$ cat src/rtl/uart_rx.sv
// uart_rx: UART receiver (8 data bits, 1 or 2 stop bits) feeding an 8-entry first-word-fall-through FIFO.
// Optional macro UART_RX_SYNC_EN puts a 2-flop synchronizer on rxd_pin_i; default build registers it once.
module uart_rx (
  input  logic        clk,
  input  logic        rst_n,
  input  logic        rxd_pin_i,
  input  logic        rx_fifo_read_i,
  output logic [7:0]  rx_data_o,
  output logic        rx_fifo_empty_o,
  output logic        rx_fifo_mark_o,
  input  logic [2:0]  rx_watermark_i,
  input  logic        rx_en_i,
  input  logic        two_stop_bits_i,
  input  logic [15:0] baud_rate_i,
  input  logic        err_clr_i,
  output logic        frame_err_o,
  output logic        overrun_err_o,
  output logic [1:0]  dbg_state
);

  typedef enum logic [1:0] {
    IDLE  = 2'd0,
    START = 2'd1,
    DATA  = 2'd2,
    STOP  = 2'd3
  } state_t;

  // ---------------- line conditioning ----------------
  logic line;

`ifdef UART_RX_SYNC_EN
  logic sync_q1;
  logic sync_q2;

  always_ff @(posedge clk or negedge rst_n) begin
    if (!rst_n) begin
      sync_q1 <= 1'b1;
      sync_q2 <= 1'b1;
    end else begin
      sync_q1 <= rxd_pin_i;
      sync_q2 <= sync_q1;
    end
  end

  assign line = sync_q2;
`else
  logic rxd_q;

  always_ff @(posedge clk or negedge rst_n) begin
    if (!rst_n) rxd_q <= 1'b1;
    else        rxd_q <= rxd_pin_i;
  end

  assign line = rxd_q;
`endif

  logic line_prev;
  logic fall;

  always_ff @(posedge clk or negedge rst_n) begin
    if (!rst_n) line_prev <= 1'b1;
    else        line_prev <= line;
  end

  assign fall = line_prev & ~line;

  // ---------------- receive FSM ----------------
  state_t      state_q, state_d;
  logic [15:0] baud_cnt_q, baud_cnt_d;
  logic [3:0]  bit_cnt_q, bit_cnt_d;
  logic [7:0]  shift_q, shift_d;
  logic        two_stop_q, two_stop_d;
  logic        stop2_q, stop2_d;
  logic        tick;
  logic        fifo_wr;
  logic        frame_set;

  always_ff @(posedge clk or negedge rst_n) begin
    if (!rst_n) begin
      state_q    <= IDLE;
      baud_cnt_q <= 16'd0;
      bit_cnt_q  <= 4'd0;
      shift_q    <= 8'd0;
      two_stop_q <= 1'b0;
      stop2_q    <= 1'b0;
    end else begin
      state_q    <= state_d;
      baud_cnt_q <= baud_cnt_d;
      bit_cnt_q  <= bit_cnt_d;
      shift_q    <= shift_d;
      two_stop_q <= two_stop_d;
      stop2_q    <= stop2_d;
    end
  end

  assign tick = (baud_cnt_q == 16'd0);

  // baud_rate_i is only consulted on a reload, so mid-frame changes apply to the next bit period.
  always_comb begin
    state_d    = state_q;
    baud_cnt_d = baud_cnt_q;
    bit_cnt_d  = bit_cnt_q;
    shift_d    = shift_q;
    two_stop_d = two_stop_q;
    stop2_d    = stop2_q;
    fifo_wr    = 1'b0;
    frame_set  = 1'b0;

    if (state_q == IDLE) begin
      if (rx_en_i && fall) begin
        state_d    = START;
        baud_cnt_d = baud_rate_i >> 1;
      end
    end else if (!rx_en_i) begin
      state_d = IDLE;
    end else begin
      baud_cnt_d = tick ? baud_rate_i : (baud_cnt_q - 16'd1);
      if (tick) begin
        case (state_q)
          START: begin
            if (line) begin
              state_d = IDLE;
            end else begin
              state_d    = DATA;
              bit_cnt_d  = 4'd8;
              two_stop_d = two_stop_bits_i;
            end
          end
          DATA: begin
            shift_d   = {line, shift_q[7:1]};
            bit_cnt_d = bit_cnt_q - 4'd1;
            if (bit_cnt_q == 4'd1) begin
              state_d = STOP;
              stop2_d = two_stop_q;
            end
          end
          STOP: begin
            if (!line) begin
              frame_set = 1'b1;
              state_d   = IDLE;
            end else if (stop2_q) begin
              stop2_d = 1'b0;
            end else begin
              fifo_wr = 1'b1;
              state_d = IDLE;
            end
          end
          default: ;
        endcase
      end
    end
  end

  assign dbg_state = state_q;

  // ---------------- FIFO ----------------
  logic [7:0] mem [8];
  logic [2:0] wr_ptr_q;
  logic [2:0] rd_ptr_q;
  logic [3:0] count_q;
  logic       full;
  logic       rd_ok;
  logic       wr_ok;
  logic       overrun_set;
  logic       mark_q;
  logic       frame_err_q;
  logic       overrun_err_q;

  assign full        = (count_q == 4'd8);
  assign rd_ok       = rx_fifo_read_i && (count_q != 4'd0);
  // A pop in the same cycle frees the slot, so a write to a full FIFO is still taken.
  assign wr_ok       = fifo_wr && (!full || rd_ok);
  assign overrun_set = fifo_wr && full && !rd_ok;

  always_ff @(posedge clk) begin
    if (wr_ok) mem[wr_ptr_q] <= shift_q;
  end

  always_ff @(posedge clk or negedge rst_n) begin
    if (!rst_n) begin
      wr_ptr_q <= 3'd0;
      rd_ptr_q <= 3'd0;
      count_q  <= 4'd0;
      mark_q   <= 1'b0;
    end else begin
      if (wr_ok) wr_ptr_q <= wr_ptr_q + 3'd1;
      if (rd_ok) rd_ptr_q <= rd_ptr_q + 3'd1;
      case ({wr_ok, rd_ok})
        2'b10:   count_q <= count_q + 4'd1;
        2'b01:   count_q <= count_q - 4'd1;
        default: count_q <= count_q;
      endcase
      mark_q <= (count_q > {1'b0, rx_watermark_i});
    end
  end

  always_ff @(posedge clk or negedge rst_n) begin
    if (!rst_n) begin
      frame_err_q   <= 1'b0;
      overrun_err_q <= 1'b0;
    end else begin
      if (frame_set)      frame_err_q <= 1'b1;
      else if (err_clr_i) frame_err_q <= 1'b0;
      if (overrun_set)    overrun_err_q <= 1'b1;
      else if (err_clr_i) overrun_err_q <= 1'b0;
    end
  end

  assign rx_data_o       = mem[rd_ptr_q];
  assign rx_fifo_empty_o = (count_q == 4'd0);
  assign rx_fifo_mark_o  = mark_q;
  assign frame_err_o     = frame_err_q;
  assign overrun_err_o   = overrun_err_q;

endmodule
$ cat config.mk
export PLATFORM = sky130hd
export DESIGN_NAME = uart_rx
export DESIGN_NICKNAME = d
export VERILOG_FILES = /design/src/rtl/uart_rx.sv
export SDC_FILE = /design/constraint.sdc
export NUM_CORES = 1
export LEC_CHECK = 0
export ABC_AREA = 1
export BUFFER_PORTS_ARGS = -buffer_cell sky130_fd_sc_hd__buf_2
export CAP_MARGIN = 25
export CORE_UTILIZATION = 35
export DETAILED_ROUTE_END_ITERATION = 6
export HOLD_SLACK_MARGIN = 0.05
export PLACE_DENSITY_LB_ADDON = 0.15
export SYNTH_ARGS = -nofsm -noshare
export SYNTH_HDL_FRONTEND = slang
export SYNTH_SLANG_ARGS = --single-unit
export TNS_END_PERCENT = 1
$ cat constraint.sdc
create_clock -name clk -period 4.1 [get_ports clk]
set_input_delay 1.23 -clock clk [delete_from_list [all_inputs] [get_ports clk]]
set_output_delay 1.23 -clock clk [all_outputs]
set_load 0.02 [all_outputs]
==> flow_results.xml, run 1 <==
<?xml version="1.0" encoding="UTF-8"?>
<metrics>
  <group name="yosys">
    <metric name="synth_edf_count" unit="">64</metric>
    <metric name="synth_top_flop_cell" unit="">sky130_fd_sc_hd__edfxtp_1</metric>
    <metric name="synthDominantCellAreaShare" unit="%">35.6</metric>
    <metric name="synth-async-reset-ratio" unit="%">42.3</metric>
    <metric name="synth.yosys.seq_area_share" unit="%">57.4</metric>
    <metric name="cell_count_after_synthesis" unit="">548</metric>
    <metric name="synth-seq-cells" unit="">111</metric>
    <metric name="cell_area_after_synthesis" unit="um2">5400</metric>
    <metric name="synth.avg_cell_area" unit="um2">9.85</metric>
    <metric name="synth-warning-count" unit="">0</metric>
    <metric name="synth.distinct_cells" unit="">45</metric>
    <metric name="synth_nets" unit="">590</metric>
    <metric name="synth_top_cells_by_area" unit="">sky130_fd_sc_hd__edfxtp_1 36%, sky130_fd_sc_hd__dfrtp_1 21%, sky130_fd_sc_hd__nor2_1 6.0%</metric>
    <metric name="synthDominantAreaCellType" unit="">sky130_fd_sc_hd__edfxtp_1</metric>
  </group>
  <group name="routing">
    <metric name="routed_via_density" unit="">4.98</metric>
    <metric name="drt_antenna_net_count" unit="">0</metric>
    <metric name="routed_wl" unit="um">12100</metric>
    <metric name="detail_route.first_pass.iterations" unit="">5</metric>
    <metric name="vias" unit="">3918</metric>
    <metric name="routed_wire_length_per_instance" unit="um">15.4</metric>
    <metric name="drc" unit="">0</metric>
    <metric name="detail_route.iter0.violations" unit="">269</metric>
  </group>
  <group name="timing">
    <metric name="final.min_clock_period" unit="ns">3.34</metric>
    <metric name="max_clock_freq" unit="GHz">0.299</metric>
    <metric name="setup_ws_post_layout" unit="ns">0.759</metric>
    <metric name="finalSetupTns" unit="ns">0</metric>
    <metric name="relSlewSlack" unit="%">41.9</metric>
    <metric name="grt_setup_unrepaired" unit="">no</metric>
    <metric name="maxSlewViolCount" unit="">0</metric>
    <metric name="tightest_slew" unit="ns">0.871</metric>
    <metric name="finalCritPeriodShare" unit="%">81.5</metric>
    <metric name="report.final.setup_viol" unit="">0</metric>
    <metric name="hold_violations" unit="">0</metric>
    <metric name="finClkSkew" unit="ns">0.0111</metric>
  </group>
  <group name="clock_tree">
    <metric name="insertion_delay" unit="ns">0.35</metric>
    <metric name="tritoncts.num_buffers" unit="">9</metric>
    <metric name="cts_setup_buffers" unit="">0</metric>
    <metric name="cts.htree.levels" unit="">3</metric>
    <metric name="cts_max_path_buffers" unit="">2</metric>
    <metric name="post_cts_hold_buffer_count" unit="">0</metric>
    <metric name="cts_root_buf" unit="">sky130_fd_sc_hd__clkbuf_16</metric>
    <metric name="cts.sink_count" unit="">111</metric>
    <metric name="clk_pin_slew" unit="ns">0.08</metric>
    <metric name="cts_tree" unit="">built</metric>
    <metric name="postCtsResizedCells" unit="">0</metric>
  </group>
  <group name="layout">
    <metric name="n_antenna_cell" unit="">0</metric>
    <metric name="multiInputGateArea" unit="um2">2020</metric>
    <metric name="final_design_area_no_fill" unit="um2">6130</metric>
    <metric name="post_route_cells_drive_above_1_share" unit="%">16.7</metric>
    <metric name="nets" unit="">636</metric>
    <metric name="area_growth" unit="%">13.6</metric>
    <metric name="finish.utilization" unit="%">40.5</metric>
    <metric name="fillerInstances" unit="">1504</metric>
    <metric name="regArea" unit="um2">3100</metric>
  </group>
  <group name="placement">
    <metric name="detailedPlace.worstSlack" unit="ns">1.08</metric>
    <metric name="placedInstanceArea" unit="um2">5860</metric>
    <metric name="port_buffers" unit="">39</metric>
    <metric name="place.gp.congestion" unit="">0.782</metric>
    <metric name="hpwl" unit="um">8040</metric>
  </group>
  <group name="floorplanning">
    <metric name="die_width" unit="um">126</metric>
    <metric name="core.rowCount" unit="">45</metric>
    <metric name="initial_core_util" unit="%">35.6</metric>
    <metric name="ios" unit="">40</metric>
    <metric name="dieArea" unit="um2">15900</metric>
    <metric name="core_area" unit="um2">15100</metric>
    <metric name="die-height" unit="um">126</metric>
  </group>
  <group name="pwr">
    <metric name="design_power_total" unit="mW">3.80</metric>
    <metric name="p_leak" unit="nW">2.60</metric>
    <metric name="power_density" unit="nW/um2">621</metric>
    <metric name="ir_drop" unit="mV">0.285</metric>
  </group>
  <group name="setup_path">
    <metric name="start_kind" unit="">flop</metric>
    <metric name="worstSetupPathType" unit="">reg -&gt; out</metric>
    <metric name="worst-r2r-setup-slack" unit="ns">1.18</metric>
    <metric name="rr_worst_depth" unit="">15</metric>
    <metric name="arrival_time_of_the_worst_setup_path" unit="ns">2.11</metric>
    <metric name="rr_endpoint" unit="">count_q[3]</metric>
    <metric name="worstPathMaxFanout" unit="">17</metric>
    <metric name="endpoint_kind" unit="">primary output</metric>
    <metric name="critical_path.reg2reg.startpoint" unit="">dbg_state[1]</metric>
    <metric name="timing.critical_path.required" unit="ns">2.87</metric>
  </group>
  <group name="global_routing">
    <metric name="grt_antenna_before_repair" unit="">0</metric>
    <metric name="gr-usage-all-layers" unit="%">16.1</metric>
    <metric name="via_count_of_the_first_global_routing_pass" unit="">3979</metric>
    <metric name="gr-total-overflow" unit="">0</metric>
    <metric name="first_pass_grt_wire_length" unit="um">19900</metric>
    <metric name="grt_max_degree" unit="">34</metric>
  </group>
  <group name="min_path">
    <metric name="whs_path_depth" unit="">0</metric>
    <metric name="hold_path.startpoint" unit="">line</metric>
    <metric name="worst_hold_path_type" unit="">reg -&gt; reg</metric>
    <metric name="hold_end" unit="">line_prev</metric>
  </group>
  <group name="flow_run">
    <metric name="drv.max_cap_violation_count" unit="">0</metric>
  </group>
  <group name="run_status">
    <metric name="run_status" unit="">finished clean</metric>
  </group>
</metrics>
## worst max-delay path, stage by stage (launching register included)
cell and delay [ns]:
sky130_fd_sc_hd__dfrtp_1 0.38, sky130_fd_sc_hd__inv_1 0.36, sky130_fd_sc_hd__buf_4 0.30, sky130_fd_sc_hd__o21ai_0 0.10, sky130_fd_sc_hd__o22ai_1 0.14, sky130_fd_sc_hd__nor2_1 0.06
sky130_fd_sc_hd__a31oi_1 0.20, sky130_fd_sc_hd__buf_2 0.20
## synth_stat cells (4+ instances only)
cell,count
sky130_fd_sc_hd__inv_1,47
sky130_fd_sc_hd__xor2_1,14
sky130_fd_sc_hd__inv_2,7
sky130_fd_sc_hd__nand4_1,5
sky130_fd_sc_hd__a31oi_1,9
sky130_fd_sc_hd__nor3_1,9
sky130_fd_sc_hd__clkbuf_1,14
sky130_fd_sc_hd__o22ai_1,12
sky130_fd_sc_hd__nor2_2,4
sky130_fd_sc_hd__o211ai_1,8
sky130_fd_sc_hd__ha_1,15
sky130_fd_sc_hd__nor2_1,87
sky130_fd_sc_hd__a22oi_1,4
sky130_fd_sc_hd__o21ai_2,8
sky130_fd_sc_hd__a21oi_1,23
sky130_fd_sc_hd__nand3_1,12
sky130_fd_sc_hd__dfrtp_1,45
sky130_fd_sc_hd__o21ai_1,4
sky130_fd_sc_hd__edfxtp_1,64
sky130_fd_sc_hd__nand2_1,72
sky130_fd_sc_hd__o21ai_0,52
sky130_fd_sc_hd__xnor2_1,4
## flip-flops by register name, summed over array words and instances (netlist names), 2 cells and up
name / cells
shift_q: 8
rd_ptr_q: 3
wr_ptr_q: 3
count_q: 4
dbg_state: 2
baud_cnt_q: 16
mem: 64
bit_cnt_q: 4
## metrics by stage
step	hold slack (ns)	cells
5_1_grt	0.417	787
3_3_place_gp	0.387	771
4_1_cts	0.396	787
2_1_floorplan	0.374	548
6_report	0.398	787
3_5_place_dp	0.385	771
## final cells by class
type                    instances  area share (%)
multi-input cells             365            33.0
well taps                     188            3.84
clock buffers                  10            3.73
flip-flops and latches        111            50.6
repair buffers                 52            4.78
inverters                      55            3.37
clock inverters                 6           0.714
## placed cells by master (no fill, tap or decap), types with 2 or more instances in the layout
master	synthesis	routed
sky130_fd_sc_hd__nor2_1	87	87
sky130_fd_sc_hd__nand2_1	72	72
sky130_fd_sc_hd__edfxtp_1	64	64
sky130_fd_sc_hd__o21ai_0	52	52
sky130_fd_sc_hd__inv_1	47	47
sky130_fd_sc_hd__dfrtp_1	45	45
sky130_fd_sc_hd__buf_2	1	39
sky130_fd_sc_hd__a21oi_1	23	23
sky130_fd_sc_hd__ha_1	15	15
sky130_fd_sc_hd__xor2_1	14	14
sky130_fd_sc_hd__buf_4	1	13
sky130_fd_sc_hd__nand3_1	12	12
sky130_fd_sc_hd__o22ai_1	12	12
sky130_fd_sc_hd__a31oi_1	9	9
sky130_fd_sc_hd__nor3_1	9	9
sky130_fd_sc_hd__clkbuf_16	0	9
sky130_fd_sc_hd__o211ai_1	8	8
sky130_fd_sc_hd__o21ai_2	8	8
sky130_fd_sc_hd__inv_2	7	7
sky130_fd_sc_hd__nand4_1	5	5
sky130_fd_sc_hd__nor2_2	4	4
sky130_fd_sc_hd__o21ai_1	4	4
sky130_fd_sc_hd__a22oi_1	4	4
sky130_fd_sc_hd__xnor2_1	4	4
sky130_fd_sc_hd__nor2_4	2	2
sky130_fd_sc_hd__nand2_2	2	2
sky130_fd_sc_hd__nand3_2	2	2
sky130_fd_sc_hd__o21bai_1	2	2
sky130_fd_sc_hd__o31ai_1	2	2
sky130_fd_sc_hd__inv_6	0	2
sky130_fd_sc_hd__clkinv_2	0	2
sky130_fd_sc_hd__dfstp_2	2	2
## metal layers
metal  GRT usage [%]  vias up  wire (um)  part of all wire (%)
met2            27.4       58       5880                    49
met4            6.24        0        214                   1.8
met5               0        -          0                     0
met3            2.80       17        322                   2.7
met1            20.6     1879       5680                    47
li1                -     1964          -                     -
## power breakdown
| part | leakage (nW) | switching [mW] | internal [mW] |
|---|---|---|---|
| registers | 1.25 | 0.133 | 1.30 |
| clock network | 0.133 | 0.413 | 0.417 |
| logic | 1.22 | 1.00 | 0.538 |
| total | 2.60 | 1.55 | 2.26 |
## worst max path at each step
stage                            from            to  slack (ns)  cells after the start
after floorplan               rx_en_i     mem[0][0]        1.35                      5
after global placement        rx_en_i    count_q[3]        1.16                     15
after detailed placement      rx_en_i    count_q[3]        1.08                     15
after CTS                 rd_ptr_q[0]  rx_data_o[2]        0.71                      7
after global routing      rd_ptr_q[0]  rx_data_o[0]        0.53                      7
final                     rd_ptr_q[0]  rx_data_o[2]        0.76                      7
## kinds of logic (layout without fill, tap and decap cells)
kind of cell,count (synthesis),in the layout,synth area share (%)
compound gates,127,127,13.7
xor+xnor,18,18,2.92
fa+ha+maj,16,16,3.85
buf+inv,72,123,5.10
flops,111,111,57.4
simple gates,204,204,17.0
(Power assumes the default switching activity.)
==> run 2, diff against run 1 <==
==> constraint.sdc (replaced) <==
create_clock -name clk -period 3.31 [get_ports clk]
set_input_delay 0.993 -clock clk [delete_from_list [all_inputs] [get_ports clk]]
set_output_delay 0.993 -clock clk [all_outputs]
set_load 0.02 [all_outputs]
==> run 2 against run 1 <==
Net effect: clock power grew 35%; worst hold slack better by 0.0012 ns; sequential cell count unchanged; register-to-register slack worse by 0.76 ns; critical path depth is the same; largest cell class unchanged; largest power group unchanged.
==> flow_results.xml, run 2 (synthesized netlist as in run 1, its figures left out) <==
<?xml version="1.0" encoding="UTF-8"?>
<metrics>
  <group name="layout">
    <metric name="commonest_cells_after_routing_fill_and_taps_aside" unit="">87 x sky130_fd_sc_hd__nor2_1, 72 x sky130_fd_sc_hd__nand2_1, 64 x sky130_fd_sc_hd__edfxtp_1</metric>
    <metric name="registers.top_by_ff_count" unit="">mem</metric>
    <metric name="layoutNonFillerInstCount" unit="">791</metric>
    <metric name="area_growth" unit="%">14.8</metric>
    <metric name="layout_top_registers" unit="">mem: 64 flops, baud_cnt_q: 16 flops, shift_q: 8 flops</metric>
    <metric name="final_design_area_no_fill" unit="um2">6200</metric>
    <metric name="layout_commonest_cell" unit="">sky130_fd_sc_hd__nor2_1</metric>
    <metric name="fillerInstances" unit="">1474</metric>
    <metric name="n_antenna_cell" unit="">0</metric>
    <metric name="post_route_cells_drive_above_1_share" unit="%">17.1</metric>
    <metric name="nets" unit="">640</metric>
    <metric name="largest_register_ff_count" unit="">64</metric>
  </group>
  <group name="floorplanning">
    <metric name="initial_core_util" unit="%">35.6</metric>
    <metric name="core_area" unit="um2">15100</metric>
    <metric name="ios" unit="">40</metric>
    <metric name="die_width" unit="um">126</metric>
    <metric name="die-height" unit="um">126</metric>
    <metric name="dieArea" unit="um2">15900</metric>
    <metric name="core.rowCount" unit="">45</metric>
  </group>
  <group name="setup_path">
    <metric name="endpoint_kind" unit="">primary output</metric>
    <metric name="start_kind" unit="">flop</metric>
    <metric name="timing.critical_path.required" unit="ns">2.32</metric>
    <metric name="worstPathMaxFanout" unit="">10</metric>
    <metric name="crit_start" unit="">rd_ptr_q[1]</metric>
    <metric name="worstSetupPathType" unit="">reg -&gt; out</metric>
    <metric name="critical_path.reg2reg.startpoint" unit="">baud_cnt_q[0]</metric>
    <metric name="arrival_time_of_the_worst_setup_path" unit="ns">1.91</metric>
  </group>
  <group name="timing">
    <metric name="maxSlewViolCount" unit="">0</metric>
    <metric name="grt_setup_unrepaired" unit="">no</metric>
    <metric name="max_clock_freq" unit="GHz">0.344</metric>
    <metric name="finalSetupTns" unit="ns">0</metric>
    <metric name="hold_violations" unit="">0</metric>
    <metric name="finClkSkew" unit="ns">0.0138</metric>
    <metric name="final.hold.worst_slack" unit="ns">0.399</metric>
    <metric name="final.min_clock_period" unit="ns">2.90</metric>
    <metric name="relSlewSlack" unit="%">59.5</metric>
    <metric name="finalCritPeriodShare" unit="%">87.7</metric>
    <metric name="tightest_slew" unit="ns">0.603</metric>
    <metric name="report.final.setup_viol" unit="">0</metric>
  </group>
  <group name="run_status">
    <metric name="run_status" unit="">finished clean</metric>
  </group>
  <group name="clock_tree">
    <metric name="post_cts_hold_buffer_count" unit="">0</metric>
    <metric name="cts.htree.levels" unit="">3</metric>
    <metric name="cts_root_buf" unit="">sky130_fd_sc_hd__clkbuf_16</metric>
    <metric name="cts_tree" unit="">built</metric>
    <metric name="cts_max_path_buffers" unit="">2</metric>
    <metric name="insertion_delay" unit="ns">0.36</metric>
    <metric name="cts_setup_buffers" unit="">0</metric>
    <metric name="tritoncts.num_buffers" unit="">9</metric>
    <metric name="postCtsResizedCells" unit="">0</metric>
    <metric name="clk_pin_slew" unit="ns">0.07</metric>
    <metric name="cts.sink_count" unit="">111</metric>
  </group>
  <group name="placement">
    <metric name="hpwl" unit="um">8170</metric>
    <metric name="dp.cells" unit="">775</metric>
    <metric name="port_buffers" unit="">39</metric>
    <metric name="place.gp.congestion" unit="">0.782</metric>
    <metric name="placedInstanceArea" unit="um2">5900</metric>
  </group>
  <group name="global_routing">
    <metric name="gr-usage-all-layers" unit="%">16.0</metric>
    <metric name="via_count_of_the_first_global_routing_pass" unit="">3763</metric>
    <metric name="first_pass_grt_wire_length" unit="um">19600</metric>
    <metric name="grt_max_degree" unit="">34</metric>
    <metric name="grt_antenna_before_repair" unit="">0</metric>
    <metric name="gr-total-overflow" unit="">0</metric>
  </group>
  <group name="routing">
    <metric name="detail_route.iter0.violations" unit="">261</metric>
    <metric name="routed_via_density" unit="">4.98</metric>
    <metric name="vias" unit="">3941</metric>
    <metric name="detail_route.first_pass.iterations" unit="">4</metric>
    <metric name="drc" unit="">0</metric>
    <metric name="routed_wire_length_per_instance" unit="um">15.4</metric>
    <metric name="drt_antenna_net_count" unit="">0</metric>
    <metric name="routed_wl" unit="um">12100</metric>
  </group>
  <group name="pwr">
    <metric name="p_leak" unit="nW">2.64</metric>
    <metric name="design_power_total" unit="mW">4.84</metric>
    <metric name="ir_drop" unit="mV">0.406</metric>
    <metric name="power_density" unit="nW/um2">781</metric>
  </group>
  <group name="min_path">
    <metric name="hold_path.startpoint" unit="">line</metric>
    <metric name="worst_hold_path_type" unit="">reg -&gt; reg</metric>
  </group>
  <group name="flow_run">
    <metric name="drv.max_cap_violation_count" unit="">0</metric>
  </group>
</metrics>
-- run 2: changes by cell type in the layout (fill, tap and decap cells not counted) --
cell                         change
sky130_fd_sc_hd__clkinvlp_4      -1
sky130_fd_sc_hd__clkinv_4        -1
sky130_fd_sc_hd__inv_8           +1
sky130_fd_sc_hd__buf_12          +1
sky130_fd_sc_hd__buf_4           +3
sky130_fd_sc_hd__bufinv_16       +1
sky130_fd_sc_hd__clkinv_2        -1
sky130_fd_sc_hd__clkinv_1        +1
-- run 2: final cells by class --
type / count / area (um2) / share of cell area (%)
clock buffer: 10 / 229 / 3.69
clock inverter: 6 / 67.6 / 1.09
inverter: 55 / 206 / 3.33
multi-input combinational: 365 / 2020 / 32.6
sequential: 111 / 3100 / 50.0
tap: 188 / 235 / 3.80
timing repair buffer: 56 / 335 / 5.41
-- run 2: report_power, final --
group	switching [mW]	total (mW)	internal, mW
clock network	0.527	1.12	0.596
logic	1.26	1.95	0.688
registers	0.164	1.77	1.61
-- run 2: routing by layer --
layer / vias up / track usage [%] / wire length, um
li1: 1969 / - / -
met1: 1884 / 21.1 / 5660
met2: 72 / 26.2 / 5760
met3: 16 / 3.02 / 498
met4: 0 / 6.38 / 219
met5: - / 0 / 0
-- run 2: critical path, stage by stage (launching register included) --
cell and delay (ns):
sky130_fd_sc_hd__dfrtp_1 0.38, sky130_fd_sc_hd__inv_1 0.27, sky130_fd_sc_hd__buf_4 0.25, sky130_fd_sc_hd__o21ai_0 0.10, sky130_fd_sc_hd__o22ai_1 0.12, sky130_fd_sc_hd__nor2_1 0.07, sky130_fd_sc_hd__a31oi_1 0.17, sky130_fd_sc_hd__buf_2 0.20
-- run 2: path summary, 6_finish.rpt --
check / endpoint / slack [ns] / cells after the start
setup / recovery: rx_data_o[6] / 0.41 / 7
hold / removal: line_prev / 0.40 / 0
setup reg to reg: count_q[3] / 0.42 / 18
hold reg to reg: line_prev / 0.40 / 0
max in group asynchronous: rx_fifo_mark_o / 2.13 / 2
min in group asynchronous: baud_cnt_q[8] / 0.63 / 1
-- run 2: stage by stage --
step | util, % | setup WS (ns)
after floorplan | - | 0.642
after global placement | 39.0 | 0.590
after detailed placement | 39.0 | 0.438
after CTS | 40.9 | 0.386
after global routing | 40.9 | 0.155
final | 40.9 | 0.406
==> run 3, diff against run 2 <==
==> constraint.sdc (replaced) <==
create_clock -name clk -period 3.5 [get_ports clk]
set_input_delay 1.05 -clock clk [delete_from_list [all_inputs] [get_ports clk]]
set_output_delay 1.05 -clock clk [all_outputs]
set_load 0.02 [all_outputs]
==> run 3 against run 2 <==
Net effect: register-to-register slack improved by 0.24 ns; sequential share of layout area shrank 0.45 points; first-iteration DRC count fell by 1.9%; power is 2.8% lower; sequential cell count stayed put; global-route usage grew 0.15 points; highest routed layer unchanged; final area up 0.91%.
==> flow_results.xml, run 3 (synthesized netlist as in run 1, its figures left out) <==
<?xml version="1.0" encoding="UTF-8"?>
<metrics>
  <group name="global_routing">
    <metric name="gr-usage-all-layers" unit="%">16.2</metric>
    <metric name="grt.met2_usage" unit="%">26.3</metric>
    <metric name="grt_max_degree" unit="">34</metric>
    <metric name="grt_antenna_before_repair" unit="">0</metric>
    <metric name="first_pass_grt_wire_length" unit="um">20000</metric>
    <metric name="gr-total-overflow" unit="">0</metric>
    <metric name="grt_use_met1" unit="%">21.1</metric>
    <metric name="via_count_of_the_first_global_routing_pass" unit="">4034</metric>
    <metric name="met3_usage" unit="%">2.42</metric>
    <metric name="grt_max_usage_layer" unit="">met2</metric>
  </group>
  <group name="clock_tree">
    <metric name="cts.sink_count" unit="">111</metric>
    <metric name="cts_tree" unit="">built</metric>
    <metric name="tritoncts.num_buffers" unit="">9</metric>
    <metric name="cts.htree.levels" unit="">3</metric>
    <metric name="cts_setup_buffers" unit="">0</metric>
    <metric name="postCtsResizedCells" unit="">0</metric>
    <metric name="cts_max_path_buffers" unit="">2</metric>
    <metric name="clk_pin_slew" unit="ns">0.07</metric>
    <metric name="insertion_delay" unit="ns">0.35</metric>
    <metric name="cts_root_buf" unit="">sky130_fd_sc_hd__clkbuf_16</metric>
    <metric name="post_cts_hold_buffer_count" unit="">0</metric>
  </group>
  <group name="layout">
    <metric name="regArea" unit="um2">3100</metric>
    <metric name="finish.utilization" unit="%">41.3</metric>
    <metric name="nets" unit="">642</metric>
    <metric name="registers.top_by_ff_count" unit="">mem</metric>
    <metric name="commonest_cells_after_routing_fill_and_taps_aside" unit="">87 x sky130_fd_sc_hd__nor2_1, 72 x sky130_fd_sc_hd__nand2_1, 64 x sky130_fd_sc_hd__edfxtp_1</metric>
    <metric name="n_antenna_cell" unit="">0</metric>
    <metric name="layout_commonest_cell" unit="">sky130_fd_sc_hd__nor2_1</metric>
    <metric name="area_growth" unit="%">15.8</metric>
    <metric name="layout_top_registers" unit="">mem: 64 flops, baud_cnt_q: 16 flops, shift_q: 8 flops</metric>
    <metric name="largest_register_ff_count" unit="">64</metric>
    <metric name="layoutNonFillerInstCount" unit="">793</metric>
    <metric name="post_route_cells_drive_above_1_share" unit="%">17.5</metric>
    <metric name="multiInputGateArea" unit="um2">2020</metric>
    <metric name="fillerInstances" unit="">1477</metric>
  </group>
  <group name="floorplanning">
    <metric name="initial_core_util" unit="%">35.6</metric>
    <metric name="core.rowCount" unit="">45</metric>
    <metric name="dieArea" unit="um2">15900</metric>
    <metric name="die_width" unit="um">126</metric>
    <metric name="core_area" unit="um2">15100</metric>
    <metric name="die-height" unit="um">126</metric>
    <metric name="ios" unit="">40</metric>
  </group>
  <group name="setup_path">
    <metric name="rr_endpoint" unit="">count_q[3]</metric>
    <metric name="arrival_time_of_the_worst_setup_path" unit="ns">2.03</metric>
    <metric name="critical_path.reg2reg.startpoint" unit="">baud_cnt_q[0]</metric>
    <metric name="rr_worst_depth" unit="">18</metric>
    <metric name="timing.critical_path.required" unit="ns">2.45</metric>
    <metric name="worstPathMaxFanout" unit="">21</metric>
    <metric name="worstSetupPathType" unit="">reg -&gt; out</metric>
    <metric name="worst-r2r-setup-slack" unit="ns">0.66</metric>
    <metric name="endpoint_kind" unit="">primary output</metric>
    <metric name="start_kind" unit="">flop</metric>
  </group>
  <group name="min_path">
    <metric name="whs_path_depth" unit="">0</metric>
    <metric name="hold_end" unit="">line_prev</metric>
    <metric name="hold_path.startpoint" unit="">line</metric>
    <metric name="worst_hold_path_type" unit="">reg -&gt; reg</metric>
  </group>
  <group name="routing">
    <metric name="detail_route.first_pass.iterations" unit="">4</metric>
    <metric name="drt_antenna_net_count" unit="">0</metric>
    <metric name="drc" unit="">0</metric>
    <metric name="detail_route.iter0.violations" unit="">256</metric>
    <metric name="vias" unit="">4021</metric>
    <metric name="routed_via_density" unit="">5.07</metric>
    <metric name="routed_wl" unit="um">11900</metric>
    <metric name="routed_wire_length_per_instance" unit="um">15.1</metric>
  </group>
  <group name="pwr">
    <metric name="power_density" unit="nW/um2">752</metric>
    <metric name="power.switching_fraction" unit="%">38.5</metric>
    <metric name="power.share.sequential" unit="%">36.1</metric>
    <metric name="share_clk_of_total_power" unit="%">25.5</metric>
    <metric name="combPwrFrac" unit="%">38.4</metric>
    <metric name="cell_internal_pwr" unit="mW">2.89</metric>
    <metric name="net-switching-power" unit="mW">1.81</metric>
    <metric name="p_leak" unit="nW">2.67</metric>
    <metric name="ir_drop" unit="mV">0.339</metric>
  </group>
  <group name="timing">
    <metric name="relSlewSlack" unit="%">58.9</metric>
    <metric name="max_clock_freq" unit="GHz">0.325</metric>
    <metric name="finalCritPeriodShare" unit="%">88.0</metric>
    <metric name="finClkSkew" unit="ns">0.0110</metric>
    <metric name="tightest_slew" unit="ns">0.616</metric>
    <metric name="hold_violations" unit="">0</metric>
    <metric name="final.min_clock_period" unit="ns">3.08</metric>
    <metric name="grt_setup_unrepaired" unit="">no</metric>
    <metric name="report.final.setup_viol" unit="">0</metric>
    <metric name="finalSetupTns" unit="ns">0</metric>
    <metric name="maxSlewViolCount" unit="">0</metric>
  </group>
  <group name="placement">
    <metric name="place.gp.congestion" unit="">0.812</metric>
    <metric name="dp.cells" unit="">777</metric>
    <metric name="port_buffers" unit="">39</metric>
    <metric name="hpwl" unit="um">8250</metric>
  </group>
  <group name="flow_run">
    <metric name="drv.max_cap_violation_count" unit="">0</metric>
  </group>
  <group name="run_status">
    <metric name="run_status" unit="">finished clean</metric>
  </group>
</metrics>
-- run 3: cell type report --
type,instances,area share (%)
repair buffers,58,5.40
well taps,188,3.76
clock inverters,7,2.00
flip-flops and latches,111,49.6
multi-input cells,365,32.4
inverters,55,3.30
clock buffers,9,3.60
-- run 3: worst max path at each step --
stage                             from      endpoint  slack [ns]  cells past startpoint
after floorplan           dbg_state[0]     mem[0][0]        0.83                      7
after global placement         rx_en_i    count_q[3]        0.74                     15
after detailed placement       rx_en_i    count_q[3]        0.67                     15
after CTS                  rd_ptr_q[0]  rx_data_o[0]        0.36                      7
after global routing       rd_ptr_q[0]  rx_data_o[0]        0.17                      7
final                      rd_ptr_q[0]  rx_data_o[0]        0.42                      7
-- run 3: metal layers --
metal | vias up | share of wire [%]
met2 | 80 | 47
met4 | 0 | 2.4
li1 | 1979 | -
met1 | 1940 | 47
met5 | - | 0
met3 | 22 | 2.8
-- run 3: through the flow --
| stage | setup WS [ns] | hold WS (ns) | instance area [um2] | total power [mW] |
|---|---|---|---|---|
| finish | 0.420 | 0.400 | 6250 | 4.71 |
| global placement | 0.743 | 0.388 | 5900 | 3.51 |
| global route | 0.172 | 0.405 | 6250 | 5.06 |
| detailed placement | 0.666 | 0.389 | 5900 | 3.55 |
| CTS | 0.359 | 0.400 | 6250 | 4.75 |
| floorplan | 0.832 | 0.374 | 5400 | 3.03 |
-- run 3: power groups by stage --
stage               logic [mW]  clock network, mW  registers (mW)
floorplan                 1.33                  0            1.70
global placement          1.79                  0            1.72
detailed placement        1.82                  0            1.72
CTS                       1.83               1.23            1.70
global route              2.06               1.28            1.72
finish                    1.81               1.20            1.70
-- run 3: critical path, stage by stage (launching register included) --
cell and delay, ns:
sky130_fd_sc_hd__dfrtp_1 0.38, sky130_fd_sc_hd__inv_1 0.46, sky130_fd_sc_hd__buf_4 0.26, sky130_fd_sc_hd__nor2_1 0.04, sky130_fd_sc_hd__o22ai_1 0.16, sky130_fd_sc_hd__nor2_1 0.06
sky130_fd_sc_hd__a31oi_1 0.14, sky130_fd_sc_hd__buf_2 0.19
